`src/rtl/write_buffer_gen2.sv`:
```
// ---------------------------------------------------------------------------
// write_buffer_gen2
//   Coalescing write buffer in front of an AXI write channel. Lines are held
//   in a circular FIFO. A write to a line that is already buffered and is not
//   the head merges byte-wise into that entry. Any other write allocates a new
//   tail entry. The head entry is presented on the AXI_* outputs until
//   AXI_valid_i retires it. A read lookup returns the youngest matching line
//   one cycle later.
//
// Optional feature (macro WBUF_FLUSH_EN):
//   adds flush_i / flush_done_o. A flush blocks all writes until the buffer
//   drains, then pulses flush_done_o for one cycle.
//
// Ports
//   clk, rst            clock (rising edge), synchronous active-low reset
//   wreq_i/waddr_i/wdata_i/wstrb_i   write request (line address, data, byte en)
//   wready_o            write accepted this cycle (combinational)
//   whit_o              registered pulse: last write merged into an entry
//   rreq_i/raddr_i      read lookup request
//   rhit_o/rdata_o      registered lookup result (data 0 on miss)
//   state_o/count_o     occupancy: 00 empty, 01 working, 11 full / entry count
//   AXI_wen_o/AXI_waddr_o/AXI_wdata_o/AXI_wstrb_o   head entry toward AXI
//   AXI_valid_i         write response, retires the head
//   flush_i/flush_done_o  (WBUF_FLUSH_EN only) flush request / done pulse
// ---------------------------------------------------------------------------
module write_buffer_gen2 #(
    parameter int DEPTH  = 8,
    parameter int LINE_W = 128,
    parameter int ADDR_W = 32
) (
    input  logic                         clk,
    input  logic                         rst,
    input  logic                         wreq_i,
    input  logic [ADDR_W-1:0]            waddr_i,
    input  logic [LINE_W-1:0]            wdata_i,
    input  logic [LINE_W/8-1:0]          wstrb_i,
    output logic                         wready_o,
    output logic                         whit_o,
    input  logic                         rreq_i,
    input  logic [ADDR_W-1:0]            raddr_i,
    output logic                         rhit_o,
    output logic [LINE_W-1:0]            rdata_o,
    output logic [1:0]                   state_o,
    output logic [$clog2(DEPTH):0]       count_o,
`ifdef WBUF_FLUSH_EN
    input  logic                         flush_i,
    output logic                         flush_done_o,
`endif
    output logic                         AXI_wen_o,
    output logic [ADDR_W-1:0]            AXI_waddr_o,
    output logic [LINE_W-1:0]            AXI_wdata_o,
    output logic [LINE_W/8-1:0]          AXI_wstrb_o,
    input  logic                         AXI_valid_i
);
    localparam int NBYTE    = LINE_W / 8;
    localparam int OFFSET_W = $clog2(NBYTE);
    localparam int TAG_W    = ADDR_W - OFFSET_W;
    localparam int PTR_W    = $clog2(DEPTH);
    localparam int CNT_W    = PTR_W + 1;

    // Entry storage
    logic [DEPTH-1:0]  r_valid;
    logic [TAG_W-1:0]  r_tag  [DEPTH];
    logic [LINE_W-1:0] r_data [DEPTH];
    logic [NBYTE-1:0]  r_strb [DEPTH];
    logic [PTR_W-1:0]  r_head;
    logic [PTR_W-1:0]  r_tail;
    logic [CNT_W-1:0]  r_count;

    logic              r_whit;
    logic              r_rhit;
    logic [LINE_W-1:0] r_rdata;

    logic [TAG_W-1:0]  w_wtag;
    logic [TAG_W-1:0]  w_rtag;
    logic              w_wmatch;
    logic [PTR_W-1:0]  w_widx;
    logic              w_rmatch;
    logic [PTR_W-1:0]  w_ridx;
    logic [PTR_W-1:0]  w_scan;
    logic [LINE_W-1:0] w_bmask;
    logic [LINE_W-1:0] w_merged;
    logic              w_merge_hit;
    logic              w_flush_blk;
    logic              w_ready;
    logic              w_wacc;
    logic              w_do_merge;
    logic              w_do_alloc;
    logic              w_retire;
    logic              w_unused_ofs;

    assign w_wtag       = waddr_i[ADDR_W-1:OFFSET_W];
    assign w_rtag       = raddr_i[ADDR_W-1:OFFSET_W];
    assign w_unused_ofs = ^{waddr_i[OFFSET_W-1:0], raddr_i[OFFSET_W-1:0]};

    // Scan from head (oldest) to tail (youngest); the last hit wins, which
    // gives the youngest match. Valid entries are contiguous from the head.
    always_comb begin
        w_wmatch = 1'b0;
        w_widx   = '0;
        w_rmatch = 1'b0;
        w_ridx   = '0;
        w_scan   = '0;
        for (int i = 0; i < DEPTH; i++) begin
            w_scan = r_head + PTR_W'(i);
            if (r_valid[w_scan] && r_tag[w_scan] == w_wtag) begin
                w_wmatch = 1'b1;
                w_widx   = w_scan;
            end
            if (r_valid[w_scan] && r_tag[w_scan] == w_rtag) begin
                w_rmatch = 1'b1;
                w_ridx   = w_scan;
            end
        end
    end

    always_comb begin
        w_bmask = '0;
        for (int b = 0; b < NBYTE; b++) begin
            w_bmask[b*8 +: 8] = {8{wstrb_i[b]}};
        end
    end

    assign w_merged = (r_data[w_widx] & ~w_bmask) | (wdata_i & w_bmask);

    // The head is never a merge target: it may already be on the AXI bus, so
    // a write to the head line allocates a fresh entry instead.
    assign w_merge_hit = w_wmatch && (w_widx != r_head);
    assign w_retire    = rst && AXI_valid_i && (r_count != '0);

`ifdef WBUF_FLUSH_EN
    logic r_flush_mode;
    logic r_flush_done;
    // The request cycle itself is already blocked.
    assign w_flush_blk  = r_flush_mode | flush_i;
    assign flush_done_o = r_flush_done;

    always_ff @(posedge clk) begin
        if (!rst) begin
            r_flush_mode <= 1'b0;
            r_flush_done <= 1'b0;
        end else begin
            r_flush_done <= 1'b0;
            if (w_flush_blk && r_count == '0) begin
                r_flush_done <= 1'b1;
                r_flush_mode <= 1'b0;
            end else if (flush_i) begin
                r_flush_mode <= 1'b1;
            end
        end
    end
`else
    assign w_flush_blk = 1'b0;
`endif

    assign w_ready    = !w_flush_blk &&
                        (w_merge_hit || (r_count < CNT_W'(DEPTH)) || AXI_valid_i);
    assign wready_o   = w_ready;
    assign w_wacc     = rst && wreq_i && w_ready;
    assign w_do_merge = w_wacc && w_merge_hit;
    assign w_do_alloc = w_wacc && !w_merge_hit;

    // Control state. On a full buffer with a retire, tail == head, so the
    // allocate below overrides the retire's valid clear: the slot is reused.
    always_ff @(posedge clk) begin
        if (!rst) begin
            r_valid <= '0;
            r_head  <= '0;
            r_tail  <= '0;
            r_count <= '0;
            r_whit  <= 1'b0;
            r_rhit  <= 1'b0;
            r_rdata <= '0;
        end else begin
            r_whit  <= w_do_merge;
            r_rhit  <= rreq_i && w_rmatch;
            r_rdata <= (rreq_i && w_rmatch) ? r_data[w_ridx] : '0;
            if (w_retire) begin
                r_valid[r_head] <= 1'b0;
                r_head          <= r_head + 1'b1;
            end
            if (w_do_alloc) begin
                r_valid[r_tail] <= 1'b1;
                r_tail          <= r_tail + 1'b1;
            end
            case ({w_do_alloc, w_retire})
                2'b10:   r_count <= r_count + 1'b1;
                2'b01:   r_count <= r_count - 1'b1;
                default: r_count <= r_count;
            endcase
        end
    end

    // Payload storage; contents of invalid entries are never observed.
    always_ff @(posedge clk) begin
        if (w_do_alloc) begin
            r_tag[r_tail]  <= w_wtag;
            r_data[r_tail] <= wdata_i & w_bmask;
            r_strb[r_tail] <= wstrb_i;
        end
        if (w_do_merge) begin
            r_data[w_widx] <= w_merged;
            r_strb[w_widx] <= r_strb[w_widx] | wstrb_i;
        end
    end

    assign AXI_wen_o   = (r_count != '0);
    assign AXI_waddr_o = AXI_wen_o ? {r_tag[r_head], {OFFSET_W{1'b0}}} : '0;
    assign AXI_wdata_o = AXI_wen_o ? r_data[r_head] : '0;
    assign AXI_wstrb_o = AXI_wen_o ? r_strb[r_head] : '0;

    always_comb begin
        if (r_count == '0)                state_o = 2'b00;
        else if (r_count == CNT_W'(DEPTH)) state_o = 2'b11;
        else                              state_o = 2'b01;
    end

    assign count_o = r_count;
    assign whit_o  = r_whit;
    assign rhit_o  = r_rhit;
    assign rdata_o = r_rdata;

endmodule

```
`config.mk`:
```
export PLATFORM = sky130hd
export DESIGN_NAME = write_buffer_gen2
export DESIGN_NICKNAME = d
export VERILOG_FILES = /design/src/rtl/write_buffer_gen2.sv
export SDC_FILE = /design/constraint.sdc
export NUM_CORES = 2
export LEC_CHECK = 0
export BUFFER_PORTS_ARGS = -buffer_cell sky130_fd_sc_hd__buf_2
export CORE_UTILIZATION = 45
export CTS_CLUSTER_DIAMETER = 200
export DETAILED_ROUTE_END_ITERATION = 10
export SETUP_SLACK_MARGIN = 0.05
export SYNTH_ARGS = -nofsm -noshare
export SYNTH_HDL_FRONTEND = slang
export SYNTH_SLANG_ARGS = --single-unit
```
`constraint.sdc`:
```
create_clock -name clk -period 17.3 [get_ports clk]
set_input_delay 0 -clock clk [delete_from_list [all_inputs] [get_ports clk]]
set_output_delay 0 -clock clk [all_outputs]
set_load 0.01 [all_outputs]
```
Word-level counts from Yosys, hierarchy flattened
Memories as Yosys holds them, arrays and structs flattened. A register that Yosys moved wholly into a read port is not among the register bits.
Index checks and enable logic that the tools add are counted.
W data, S select, Z words.
Cells by class
  bitwise operators: 8
  reductions and logical operators: 36
  $add $sub $neg: 10
  divide/modulo/power cells: 0
  shift-type cells: 0
  equality and inequality tests: 20
  mux-type cells: 77
  order comparisons: 12
  multiply operators: 0
Operators by type and width (count)
  $eq A28 B28 Y1: 16
  $and A128 B128 Y128: 2
  $mux W128: 2
  $not A128 Y128: 1
  $or A128 B128 Y128: 1
  $reduce_or A128 Y1: 1
  $mux W3: 24
  $lt A3 B4 Y1 const B: 9
  $mux W1: 32
  $mux W16: 2
  $mux W32: 1
  $logic_and A1 B1 Y1: 26
  $bmux W1 S3: 8
  $mux W8: 3
  $or A16 B16 Y16: 1
  $reduce_or A16 Y1: 1
  $add A3 B3 Y3 const B: 4
  $and A8 B8 Y8: 1
  $not A8 Y8: 1
  $or A8 B8 Y8: 1
  $pmux W4 S2: 1
  $add A3 B1 Y3 const B: 2
  $add A3 B2 Y3 const B: 2
  $demux W1 S3: 2
  15 further kinds: 19
Word-level totals
  logic and storage cells: 172
  output and inout port bits: 314
  memories: 3
  register bits: 20
  input port bits: 213
  memory bits (writable): 1376
  bits in latches: 0
  ROM bits: 0
Memory list
  r_data: depth 8, width 128, read ports 3, clocked after Yosys merged registers in 2, write ports 1, line 64  | logic [LINE_W-1:0] r_data [DEPTH];
  r_tag: depth 8, width 28, read ports 8, clocked after Yosys merged registers in 1, write ports 1, line 63  | logic [TAG_W-1:0] r_tag [DEPTH];
  r_strb: depth 8, width 16, read ports 2, clocked after Yosys merged registers in 1, write ports 1, line 65  | logic [NBYTE-1:0] r_strb [DEPTH];

Logic depth before layout (Yosys ltp)
  depth after elaboration: 21
  depth in mapped cells: 30
  mapped depth without buffers: 21

Worst setup path after synthesis
No wires, ideal clock.
  path type: reg-to-reg
  start point: register r_head[0]
  end point: memory r_data[5][0], enable pin
  setup time: 518 ps
  arrival: 11309 ps
  buffers on the path: 9
  period minus slack after synthesis: 11827 ps
  path slack: 5473 ps
  required time: 16782 ps
  stages on the path, launching flop included: 25
  cells stage by stage: dfxtp_1 > buf_6 > buf_4 > inv_2 > buf_4 > buf_2 > clkbuf_1 > ha_1 > buf_2 > buf_4 > buf_2 > buf_2 > mux2_2 > a32oi_1 > nand4_1 > o22ai_1 > o221ai_1 > nor4_1 > a211o_1 > a31o_1 > a31oi_1 > or3_1 > o21a_1 > nor4_1 > a31o_1
On the way
  elaborated cells between the ends (all ways): 70
  classes of those cells: add/sub: 7; eq/ne: 8; mux: 38; reduce/logical: 16; memory: 1
RTL lines
  from (decl): line 66  | logic [PTR_W-1:0] r_head;
  from (signal assigned): line 180  | r_head <= r_head + 1'b1;
  $add A3 B3 Y3 (*): line 105  | w_scan = r_head + PTR_W'(i);
  net w_scan[0]: line 80  | logic [PTR_W-1:0] w_scan;
  $mem_v2 Z8 W28 / $bmux W1 S3 (equally long branches)
  $eq A28 B28 Y1 / $mux W1 (equally long branches): line 106  | if (r_valid[w_scan] && r_tag[w_scan] == w_wtag) begin
  $logic_and A1 B1 Y1: line 106
  $mux W3: line 106
  $ne A3 B3 Y1: line 128  | assign w_merge_hit = w_wmatch && (w_widx != r_head);
  $logic_and A1 B1 Y1: line 128
  $logic_or A1 B1 Y1 (2 in a row): line 157  | (w_merge_hit || (r_count < CNT_W'(DEPTH)) || AXI_valid_i);
  $logic_and A1 B1 Y1: line 159  | assign w_wacc = rst && wreq_i && w_ready;
  $logic_and A1 B1 Y1: line 160  | assign w_do_merge = w_wacc && w_merge_hit;
  $mux W1: line 201  | if (w_do_merge) begin
  $mux W1 (not written as such): line 202  | r_data[w_widx] <= w_merged;
  $reduce_or A128 Y1 (no line)
  $mux W3 (no line) / $mux W1 (equally long branches)
  to (decl): line 64
The timed path passes the listed nets; every way through them passes the cells marked *. The select of a mux whose other input is x is not followed.

Final worst setup path
  start point: register r_head[0]
  end point: memory r_data[3][97], data pin
On the way
  longest elaborated chain between the ends: 21
  elaborated cells between the ends (all ways): 68
  classes of those cells: add/sub: 7; eq/ne: 8; mux: 35; bitwise: 2; reduce/logical: 14; memory: 2
Ends and longest elaborated chain (line)
  $add A3 B1 Y3 / $bmux W1 S3 (equally long branches): 105, 106
  $mem_v2 Z8 W28, or another cell as far along
  $eq A28 B28 Y1, or another cell as far along: 106
  $logic_and A1 B1 Y1 / $mux W3 (equally long branches): 106
  $mux W3 (7 in a row): 106
  $ne A3 B3 Y1: 128
  $logic_and A1 B1 Y1: 128
  $logic_or A1 B1 Y1 (2 in a row): 157
  $logic_and A1 B1 Y1: 159
  $logic_and A1 B1 Y1: 160
  $mux W1: 201
  $mux W1 (not written as such): 202
  $reduce_or A128 Y1 (no line)
  $mux W128 (no line) (*)
Every way passes the cells marked *; elsewhere a longest branch is shown, timed or not. The select of a mux whose other input is x is not followed.

==> impl_metrics.ini <==
[pwr]
power_leakage_nw = 41.4
ir_drop_v = 0.000121
power_density_nw_per_um2 = 92.4
total_power_mw = 9.87

[layout]
fin_nets = 7473
syn_to_final_growth_pct = 13.0
final_util_pct = 51.4
drive_gt1_share_pct = 21.4
stdcell_area_um2 = 107000
final-instance-count-excl-fill = 10200
layout_common_cells = mux2i_1 (2055), edfxtp_1 (1376), mux4_2 (531)
layout_commonest_cell = mux2i_1

[detailed_routing]
wl_met1_um = 143000
drtAntennaViolNets = 0
drc_errors = 0
top_layer_used = met5
drt_iter0_drc = 6896
wl_met3_um = 30000
wl_met2_um = 156000
dr_total_vias = 66800
wl_per_cell_um = 33.7
dr.pass1.iters = 5
wl_um = 344000
vias_per_cell = 6.55

[timing]
slew_headroom_pct = 11.0
hold_viol_final = 0
whs_ns = 0.101
finalCritPeriodShare_pct = 63.8
fin_skew_ns = 0.0598
fin_crit_ns = 11.03
tightestPinTransition_ns = 1.30
worst_slack_ns = 6.27
setup_viol = 0
max_clock_freq_mhz = 90.7
rsz0062_at_grt = false
slew_viol_final = 0
fin_tns_setup_ns = 0

[logic_synthesis]
ys_ff_latch = 1527
synthFlopType = edfxtp_1
synth_area_um2 = 94500
syn_area_per_cell_um2 = 13.9
synth_area_leaders = edfxtp_1 (44%), mux2i_1 (22%), mux4_2 (13%), dfxtp_1 (3.2%), xnor2_1 (2.7%)
synth_top_cell_by_area = edfxtp_1
synth_cells = 6802
async_flop_share_pct = 0
synth_warnings = 0
synth_edf_count = 1376
synth_top_area_share_pct = 43.7
ys_seq_area_share_pct = 46.9
synth_cell_type_count = 90

[critical_path]
timing.critical_path.from_type = register
r2r_cells = 21
startpoint = r_head[0]$_SDFFE_PN0P_
arrival_ns = 11.68
critPathMaxFanout = 105
required_ns = 17.95
worstSetupPathType = reg -> reg
r2r-end = r_data[3][97]$_DFFE_PP_
crit_end = r_data[3][97]$_DFFE_PP_
reg2reg_from = r_head[0]$_SDFFE_PN0P_
cp-end-kind = register
rrSetupSlack_ns = 6.27

[clock_tree]
h-tree-depth = 4
clk_pin_slew_ns = 0.06
cts_tree = done
clock_latency_ns = 0.86
cts_buffer_depth = 3
cts_sinks = 1527
root_buffer = clkbuf_16
cts_buffers = 170

[floorplanning]
ios = 527
start_util_pct = 45.4
die_w_um = 460
die_area_um2 = 212000
coreArea_um2 = 208000
die_h_um = 460
rows = 167

[global_route]
track_usage_pct = 31.8
grt_pass1_wl_um = 483000
antenna_found_initial = 30
grt-ovfl-total = 0
grt_start_max_net_pins = 141
grt_pass1_vias = 66300

[placement]
dp.cells = 9661
placed_area_um2 = 99000
place_congestion = 1.05
dpl.hpwl_um = 221000
place_ws_ns = 6.44
io_buffers = 514

[hold_path]
worstHoldPathType = in -> reg

[status]
status = complete, no violations

[job]
drv_cap = 0
power breakdown:
part / total [mW] / leakage, nW / switching, mW / internal (mW)
Clock: 3.68 / 2.78 / 1.55 / 2.13
Sequential: 4.11 / 13.8 / 0.0505 / 4.06
Combinational: 2.08 / 24.8 / 1.30 / 0.786
Total: 9.87 / 41.4 / 2.90 / 6.97
repair_timing:
item / 4_1_cts / 5_1_grt
setup buffers: 0 / 0
endpoints found under the hold margin: 1375 / 0
hold buffers: 205 / 0
resized for setup: 0 / 0
layout make-up:
class / count / area, um2
Antenna cell: 11 / 27.5
Sequential cell: 1527 / 44400
Multi-Input combinational cell: 4661 / 47300
Timing Repair Buffer: 859 / 5860
Fill cell: 17500 / 101000
Clock buffer: 221 / 4600
Inverter: 31 / 116
Clock inverter: 100 / 1080
Tap cell: 2788 / 3490
flip-flops by register name, summed over array words and instances (netlist names), named ones only:
signal / count
r_data: 1024
r_tag: 224
rdata_o: 128
rhit_o: 1
count_o: 4
whit_o: 1
r_valid: 8
r_tail: 3
r_strb: 128
r_head: 3
critical path, stage by stage, from the launching register on:
cell           delay, ns
dfxtp_4             0.82
buf_4               0.62
buf_4               0.44
buf_4               0.72
mux4_2              0.67
xnor2_1             0.74
nand4_1             0.17
nor4_1              0.47
o221ai_1            0.22
nor4_1              0.72
a211o_1             0.22
a31o_1              0.09
a31oi_1             0.07
o31ai_4             0.29
buf_4               0.50
buf_12              0.66
buf_4               0.73
buf_4               0.79
mux2i_1             0.28
mux2i_1             0.12
o31ai_1             0.24
dlygate4sd3_1       0.72
worst min path at each step:
stage,startpoint,end,depth (start not counted)
after global routing,wdata_i[63],r_data[3][63]$_DFFE_PP_,4
after floorplan,waddr_i[4],r_tag[0][0]$_DFFE_PP_,0
after global placement,AXI_valid_i,register,3
after detailed placement,AXI_valid_i,r_head[1]$_SDFFE_PN0P_,3
after CTS,rst,r_valid[7]$_SDFF_PN0_,3
final,wdata_i[63],r_data[1][63]$_DFFE_PP_,4
synth_stat cells (60+ instances only):
cell type and n:
clkbuf_1 132, mux2i_1 2055, buf_1 124, o221ai_1 132, mux4_2 531, o22a_1 137, xor2_1 80, buf_2 201
edfxtp_1 1376, buf_4 95, nor2_1 235, nand3_1 60, nand2_1 223, nand4_1 70, xnor2_1 296, a22oi_1 70
dfxtp_1 151, o31ai_1 120
metal layers:
metal | up-vias | track usage, %
met2 | 3283 | 49.2
li1 | 28200 | -
met5 | - | 0
met3 | 661 | 6.70
met1 | 34600 | 43.5
met4 | 24 | 12.9
logic make-up (layout without fill, tap and decap cells):
kind of cell / after synthesis / in the layout / synth area share [%]
muxes: 2648 / 2648 / 35.2
DFF: 1527 / 1527 / 46.9
and+or+nand+nor: 851 / 851 / 4.51
AOI/OAI and AO/OA: 770 / 770 / 6.33
buffers and inverters: 617 / 1211 / 3.40
xor gates and xnor gates: 378 / 378 / 3.52
adders and majority gates: 10 / 10 / 0.132
other: 1 / 15 / 0.00397
Power figures use the tool's default switching activity.
